### config.mk
export PLATFORM = sky130hd
export DESIGN_NAME = conv_line_param
export DESIGN_NICKNAME = d
export VERILOG_FILES = /design/src/rtl/conv_pkg.sv /design/src/rtl/conv_tap.sv /design/src/rtl/conv_line_param.sv
export SDC_FILE = /design/constraint.sdc
export NUM_CORES = 1
export LEC_CHECK = 0
export BUFFER_PORTS_ARGS = -buffer_cell sky130_fd_sc_hd__buf_2
export CORE_MARGIN = 5
export CORE_UTILIZATION = 63
export DETAILED_ROUTE_END_ITERATION = 10
export PLACE_DENSITY = 0.94
export SYNTH_ARGS = -nofsm -noshare
export SYNTH_HDL_FRONTEND = slang
export SYNTH_SLANG_ARGS = --single-unit
### constraint.sdc
create_clock -name clk -period 5.5 [get_ports clk]
set_input_delay 0.55 -clock clk [delete_from_list [all_inputs] [get_ports clk]]
set_output_delay 0.55 -clock clk [all_outputs]
set_load 0.02 [all_outputs]
### src/rtl/conv_pkg.sv
// Shared defaults and small helpers for the line-convolution datapath.
package conv_pkg;

  localparam int ACT_W_DEF   = 8;
  localparam int WGT_W_DEF   = 8;
  localparam int INTER_W_DEF = 20;
  localparam int KSIZE_DEF   = 3;

  // Counter width that stays legal for a single-entry bank.
  function automatic int cnt_width(input int n);
    return (n > 1) ? $clog2(n) : 1;
  endfunction

endpackage

### src/rtl/conv_tap.sv
// One convolution tap: signed multiply, product register, then masked
// sign-extension into the output register that holds between samples.
module conv_tap
  import conv_pkg::*;
#(
  parameter int ACT_W     = ACT_W_DEF,
  parameter int WGT_W     = WGT_W_DEF,
  parameter int INTER_W   = INTER_W_DEF,
  parameter bit IS_CENTER = 1'b0
) (
  input  logic                      clk,
  input  logic                      rst,
  input  logic signed [ACT_W-1:0]   act_data,
  input  logic                      act_valid,
  input  logic                      s1_valid,
  input  logic                      s1_mode,
  input  logic signed [WGT_W-1:0]   weight,
  output logic signed [INTER_W-1:0] inter_tap
);

  localparam int PROD_W = ACT_W + WGT_W;

  logic signed [PROD_W-1:0]  prod_next;
  logic signed [PROD_W-1:0]  prod_reg;
  logic signed [INTER_W-1:0] tap_next;
  logic signed [INTER_W-1:0] tap_reg;

  always_comb begin
    prod_next = PROD_W'(act_data) * PROD_W'(weight);
    // 1x1 mode keeps only the centre tap alive.
    tap_next  = (s1_mode && !IS_CENTER) ? '0 : INTER_W'(prod_reg);
  end

  always_ff @(posedge clk) begin
    if (rst) begin
      prod_reg <= '0;
      tap_reg  <= '0;
    end else begin
      if (act_valid) prod_reg <= prod_next;
      if (s1_valid)  tap_reg  <= tap_next;
    end
  end

  assign inter_tap = tap_reg;

endmodule

### src/rtl/conv_line_param.sv
// Parameterised 1-D convolution line: double-buffered serial weight load
// feeding KSIZE two-stage multiply taps.
module conv_line_param
  import conv_pkg::*;
#(
  parameter int ACT_W   = ACT_W_DEF,
  parameter int WGT_W   = WGT_W_DEF,
  parameter int INTER_W = INTER_W_DEF,
  parameter int KSIZE   = KSIZE_DEF
) (
  input  logic                     clk,
  input  logic                     rst,
  input  logic [ACT_W-1:0]         act_data,
  input  logic                     act_valid,
  input  logic                     mode_1_1,
  input  logic [WGT_W-1:0]         weight_data,
  input  logic                     weight_valid,
  input  logic                     weight_switch,
  output logic [KSIZE*INTER_W-1:0] inter_data,
  output logic                     inter_valid,
  output logic                     weight_ready,
  output logic                     load_err
);

  localparam int CNT_W  = cnt_width(KSIZE);
  localparam int CENTER = KSIZE / 2;

  if (INTER_W < ACT_W + WGT_W || KSIZE % 2 == 0 || KSIZE < 1 || KSIZE > 7) begin : g_param_check
    $error("conv_line_param: INTER_W too narrow or KSIZE not odd in 1..7");
  end

  logic signed [WGT_W-1:0] shadow_reg [KSIZE];
  logic signed [WGT_W-1:0] active_reg [KSIZE];
  logic signed [WGT_W-1:0] shadow_sel [KSIZE];
  logic                    tap_wr     [KSIZE];

  logic [CNT_W-1:0] wcnt_reg, wcnt_next;
  logic             weight_ready_reg, weight_ready_next;
  logic             load_err_reg, load_err_next;
  logic             s1_valid_reg, s1_mode_reg, s2_valid_reg;

  logic write_en, last_write, ready_after, switch_ok;

  always_comb begin
    write_en    = weight_valid && !weight_ready_reg;
    last_write  = write_en && (wcnt_reg == CNT_W'(KSIZE - 1));
    // A switch in the same cycle as the final word sees the completed bank.
    ready_after = weight_ready_reg || last_write;
    switch_ok   = weight_switch && ready_after;

    wcnt_next = wcnt_reg;
    if (last_write)    wcnt_next = '0;
    else if (write_en) wcnt_next = wcnt_reg + CNT_W'(1);

    weight_ready_next = switch_ok ? 1'b0 : ready_after;
    load_err_next     = load_err_reg
                      | (weight_valid && weight_ready_reg)
                      | (weight_switch && !ready_after);
  end

  for (genvar gi = 0; gi < KSIZE; gi++) begin : g_bank
    assign tap_wr[gi]     = write_en && (wcnt_reg == CNT_W'(gi));
    assign shadow_sel[gi] = tap_wr[gi] ? WGT_W'(weight_data) : shadow_reg[gi];
  end

  always_ff @(posedge clk) begin
    if (rst) begin
      for (int i = 0; i < KSIZE; i++) begin
        shadow_reg[i] <= '0;
        active_reg[i] <= '0;
      end
      wcnt_reg         <= '0;
      weight_ready_reg <= 1'b0;
      load_err_reg     <= 1'b0;
      s1_valid_reg     <= 1'b0;
      s1_mode_reg      <= 1'b0;
      s2_valid_reg     <= 1'b0;
    end else begin
      for (int i = 0; i < KSIZE; i++) begin
        shadow_reg[i] <= shadow_sel[i];
        if (switch_ok) active_reg[i] <= shadow_sel[i];
      end
      wcnt_reg         <= wcnt_next;
      weight_ready_reg <= weight_ready_next;
      load_err_reg     <= load_err_next;
      s1_valid_reg     <= act_valid;
      if (act_valid) s1_mode_reg <= mode_1_1;
      s2_valid_reg     <= s1_valid_reg;
    end
  end

  for (genvar gi = 0; gi < KSIZE; gi++) begin : g_tap
    conv_tap #(
      .ACT_W     (ACT_W),
      .WGT_W     (WGT_W),
      .INTER_W   (INTER_W),
      .IS_CENTER (gi == CENTER)
    ) u_tap (
      .clk       (clk),
      .rst       (rst),
      .act_data  (ACT_W'(act_data)),
      .act_valid (act_valid),
      .s1_valid  (s1_valid_reg),
      .s1_mode   (s1_mode_reg),
      .weight    (active_reg[gi]),
      .inter_tap (inter_data[gi*INTER_W +: INTER_W])
    );
  end

  assign inter_valid  = s2_valid_reg;
  assign weight_ready = weight_ready_reg;
  assign load_err     = load_err_reg;

endmodule

==> flow_summary.ini <==
[synth]
async_reset_ff_share_pct = 0
synth.avg_cell_area_um2 = 9.35
synth-adder-area-share_pct = 34.1
synth_top_cells_by_area = sky130_fd_sc_hd__fa_1 (25%), sky130_fd_sc_hd__dfxtp_1 (20%), sky130_fd_sc_hd__ha_1 (8.7%)
yosys_register_bits = 151
synth.top_cell.area_share_pct = 25.4
seq_area_frac_synth_pct = 25.1
synthFlopType = sky130_fd_sc_hd__dfxtp_1
synth_top_family_by_area = adder cells
postSynthCellCount = 1388
synth_nets = 1665
synth-warning-count = 0
synth-simple-area-share_pct = 17.3
synth_compound_area_share_pct = 6.16
synth-edff-count = 24
synth_xor_area_share_pct = 2.70
mux_share_of_post_synthesis_cell_area_pct = 5.27
yosysTopAreaCell = sky130_fd_sc_hd__fa_1
post_synth_instance_area_um2 = 13000
synthDistinctLibCells = 48

[die]
die-area_um2 = 23600
std_cell_rows = 52
die_h_um = 154
standard_cell_core_area_um2 = 20200
die_width_um = 154
floorplan.initialDensity_pct = 64.2
top_level_ports = 85

[critical_path]
critical_path_peak_fanout = 8
timing.setup.critical_path_class = reg2reg
worst_path_dominant_cell_family = adder cells
endpoint_kind = flop
peak_per_stage_delay_on_the_critical_path_ns = 0.73
arrival_ns = 4.93
timing.critical_path.cells = nand2_1 > fa_1 > fa_1 > fa_1 > inv_1 > fa_1 > ha_1 > a2111oi_1 > o31ai_1 > o21ai_1 > a21oi_1 > xnor2_1 > o21ai_1
start_kind = flop
worst_path_max_delay_cell = sky130_fd_sc_hd__fa_1
crit_buf_inv = 1
crit_top_cell = sky130_fd_sc_hd__fa_1
worst-endpoint-required_ns = 5.80

[route]
drt_first_iter_violations = 665
ant_nets = 0
detailedRoute.firstPassIterationCount = 6
wl_met2_um = 15600
dr_wl_met3_um = 1710
vias = 9587
drcViolationCount = 0
wire_per_inst_um = 17.1
vias_per_cell = 5.59
wirelength_um = 29300
dr.max_layer_used = met4
met1_length_um = 10800

[pwr]
static_leakage_power_nw = 6.84
design_power_total_w = 0.00451
powerDensity_nw_per_um2 = 321
max-vdd-ir-drop_v = 0.000270

[clock_tree]
post_cts_resized = 0
cts.path.max_buffers = 2
tritoncts_clock_tree = built
numClockSinks = 151
ctsHtreeMaxLevel = 4
ctsRootBufferMaster = sky130_fd_sc_hd__clkbuf_16
cts_buffers = 17
worstSkewPairLatency_ns = 0.44
hold_buffers = 0
cts.repair_timing.setup_buffer_count = 0
clk_transition_reported_paths_ns = 0.07

[timing]
timing.slew.headroom_pct = 17.2
final-max-slew-violation-count = 0
timing.final.hold_violations = 0
worst-slew-pin-transition_ns = 1.24
clock.fmax_mhz = 216
clock_skew_after_layout_ns = 0.00752
setup_viol = 0
fin_crit_ns = 4.63
post-route-period-util_pct = 84.2
rsz0062_at_grt = no
setup_tns_final_ns = 0

[global_route]
global_route.overflow_total = 0
grt_antenna_before_repair = 0
grt_pass1_vias = 10500
grt_first_pass_wirelength_um = 49400
grt.total_usage_pct = 25.6
maximum_number_of_pins_on_one_net_before_global_route_repair = 93

[layout]
fin_nets = 1708
n_antenna_cell = 0
syn_to_final_growth_pct = 8.33
layout.filler_cells = 1331
post_route_cells_drive_above_1_share_pct = 8.80

[status]
run_status = finished clean

[place]
placement.io_buffers = 84
place.gp.congestion = 0.915
dpl.hpwl_um = 21300

[job]
timing.max_cap.violations = 0

[worst_hold_path]
worst_hold_path_type = in2reg
==> cell type report <==
cell class	count	area, um^2	share of cell area, %
inverter	247	927	6.59
sequential	151	3260	23.2
multi-input combinational	926	8510	60.5
clock buffer	18	439	3.12
clock inverter	14	136	0.970
tap	270	338	2.40
timing repair buffer	88	453	3.22
==> through the flow <==
stage / hold WS (ns) / utilization [%] / instance area (um^2) / std cells / setup WS (ns)
floorplan: 0.425 / - / 13000 / 1388 / 1.02
global placement: 0.437 / 66.7 / 13500 / 1682 / 0.740
detailed placement: 0.447 / 66.7 / 13500 / 1682 / 0.553
CTS: 0.309 / 69.5 / 14100 / 1714 / 0.858
global route: 0.330 / 69.5 / 14100 / 1714 / 0.663
finish: 0.315 / 69.5 / 14100 / 1714 / 0.871
==> power breakdown <==
part,switching (W),internal [W],total (W)
logic,0.00116,0.000836,0.00200
clock network,0.000532,0.000610,0.00114
registers,0.000102,0.00127,0.00137
total,0.00180,0.00272,0.00451
==> cells by family (layout without fill, tap and decap cells) <==
logic type,Yosys count,in the layout
adders and majority gates,255,255
xor gates and xnor gates,40,40
muxes,68,68
and+or+nand+nor,434,434
AOI/OAI and AO/OA,129,129
DFF,151,151
buffers and inverters,311,367
==> cell usage after synthesis (4+ instances only) <==
cell type and n:
sky130_fd_sc_hd__o31ai_1 5, sky130_fd_sc_hd__edfxtp_1 24, sky130_fd_sc_hd__a31oi_1 4, sky130_fd_sc_hd__xnor2_1 30, sky130_fd_sc_hd__a211oi_1 6, sky130_fd_sc_hd__or4_1 4, sky130_fd_sc_hd__ha_1 90, sky130_fd_sc_hd__nor3b_1 4
sky130_fd_sc_hd__nand4_1 4, sky130_fd_sc_hd__a21o_1 4, sky130_fd_sc_hd__nand2b_1 15, sky130_fd_sc_hd__xor2_1 10, sky130_fd_sc_hd__a21oi_1 57, sky130_fd_sc_hd__nand2_1 67, sky130_fd_sc_hd__nor2_1 114, sky130_fd_sc_hd__o21ai_0 4
sky130_fd_sc_hd__fa_1 165, sky130_fd_sc_hd__mux2i_1 65, sky130_fd_sc_hd__nor3_1 30, sky130_fd_sc_hd__inv_1 246, sky130_fd_sc_hd__nand3_1 5, sky130_fd_sc_hd__clkbuf_1 46, sky130_fd_sc_hd__nor2b_1 54, sky130_fd_sc_hd__and2_1 126
sky130_fd_sc_hd__o211ai_1 6, sky130_fd_sc_hd__o21ai_1 23, sky130_fd_sc_hd__a32oi_1 4, sky130_fd_sc_hd__dfxtp_1 127, sky130_fd_sc_hd__buf_4 12
==> final timing paths <==
check,startpoint,to,slack [ns],cells past startpoint
worst max-delay path,active_reg[0][10],g_tap[1].u_tap.prod_reg[15],0.87,13
worst min-delay path,weight_switch,weight_ready,0.31,2
worst min register to register,g_tap[0].u_tap.prod_reg[12],g_tap[0].u_tap.prod_reg[12],0.46,2
worst max register to register,active_reg[0][10],g_tap[1].u_tap.prod_reg[15],0.87,13
==> worst reg2reg max path: cells and delay by family, from the launching register on <==
kind	cells	cell delay [ns]
xor gates and xnor gates	1	0.18
DFF	1	0.54
adders and majority gates	5	2.55
AOI/OAI and AO/OA	5	0.96
buffers and inverters	1	0.05
and+or+nand+nor	1	0.20
==> layout by cell type, fill, tap and decap left out, types with 5 or more instances in the layout <==
cell type                   instances
sky130_fd_sc_hd__nand2_1           67
sky130_fd_sc_hd__o211ai_1           6
sky130_fd_sc_hd__o21ai_1           23
sky130_fd_sc_hd__buf_2             83
sky130_fd_sc_hd__inv_1            246
sky130_fd_sc_hd__nor2_1           114
sky130_fd_sc_hd__fa_1             165
sky130_fd_sc_hd__buf_4              5
sky130_fd_sc_hd__edfxtp_1          24
sky130_fd_sc_hd__xor2_1            10
sky130_fd_sc_hd__xnor2_1           30
sky130_fd_sc_hd__ha_1              90
sky130_fd_sc_hd__nand2b_1          15
sky130_fd_sc_hd__mux2i_1           65
sky130_fd_sc_hd__dfxtp_1          126
sky130_fd_sc_hd__clkbuf_16         17
sky130_fd_sc_hd__a21oi_1           57
sky130_fd_sc_hd__and2_1           126
sky130_fd_sc_hd__a211oi_1           6
sky130_fd_sc_hd__nor3_1            30
sky130_fd_sc_hd__clkinv_4           6
sky130_fd_sc_hd__nor2b_1           53
sky130_fd_sc_hd__nand3_1            5
sky130_fd_sc_hd__o31ai_1            5
==> routing by layer <==
metal | GRT usage (%) | up-vias
met5 | 0 | -
met4 | 10.7 | 0
met3 | 4.64 | 110
met2 | 47.5 | 342
met1 | 28.9 | 4722
li1 | - | 4413
No activity file was read; power rests on OpenSTA's default activity.
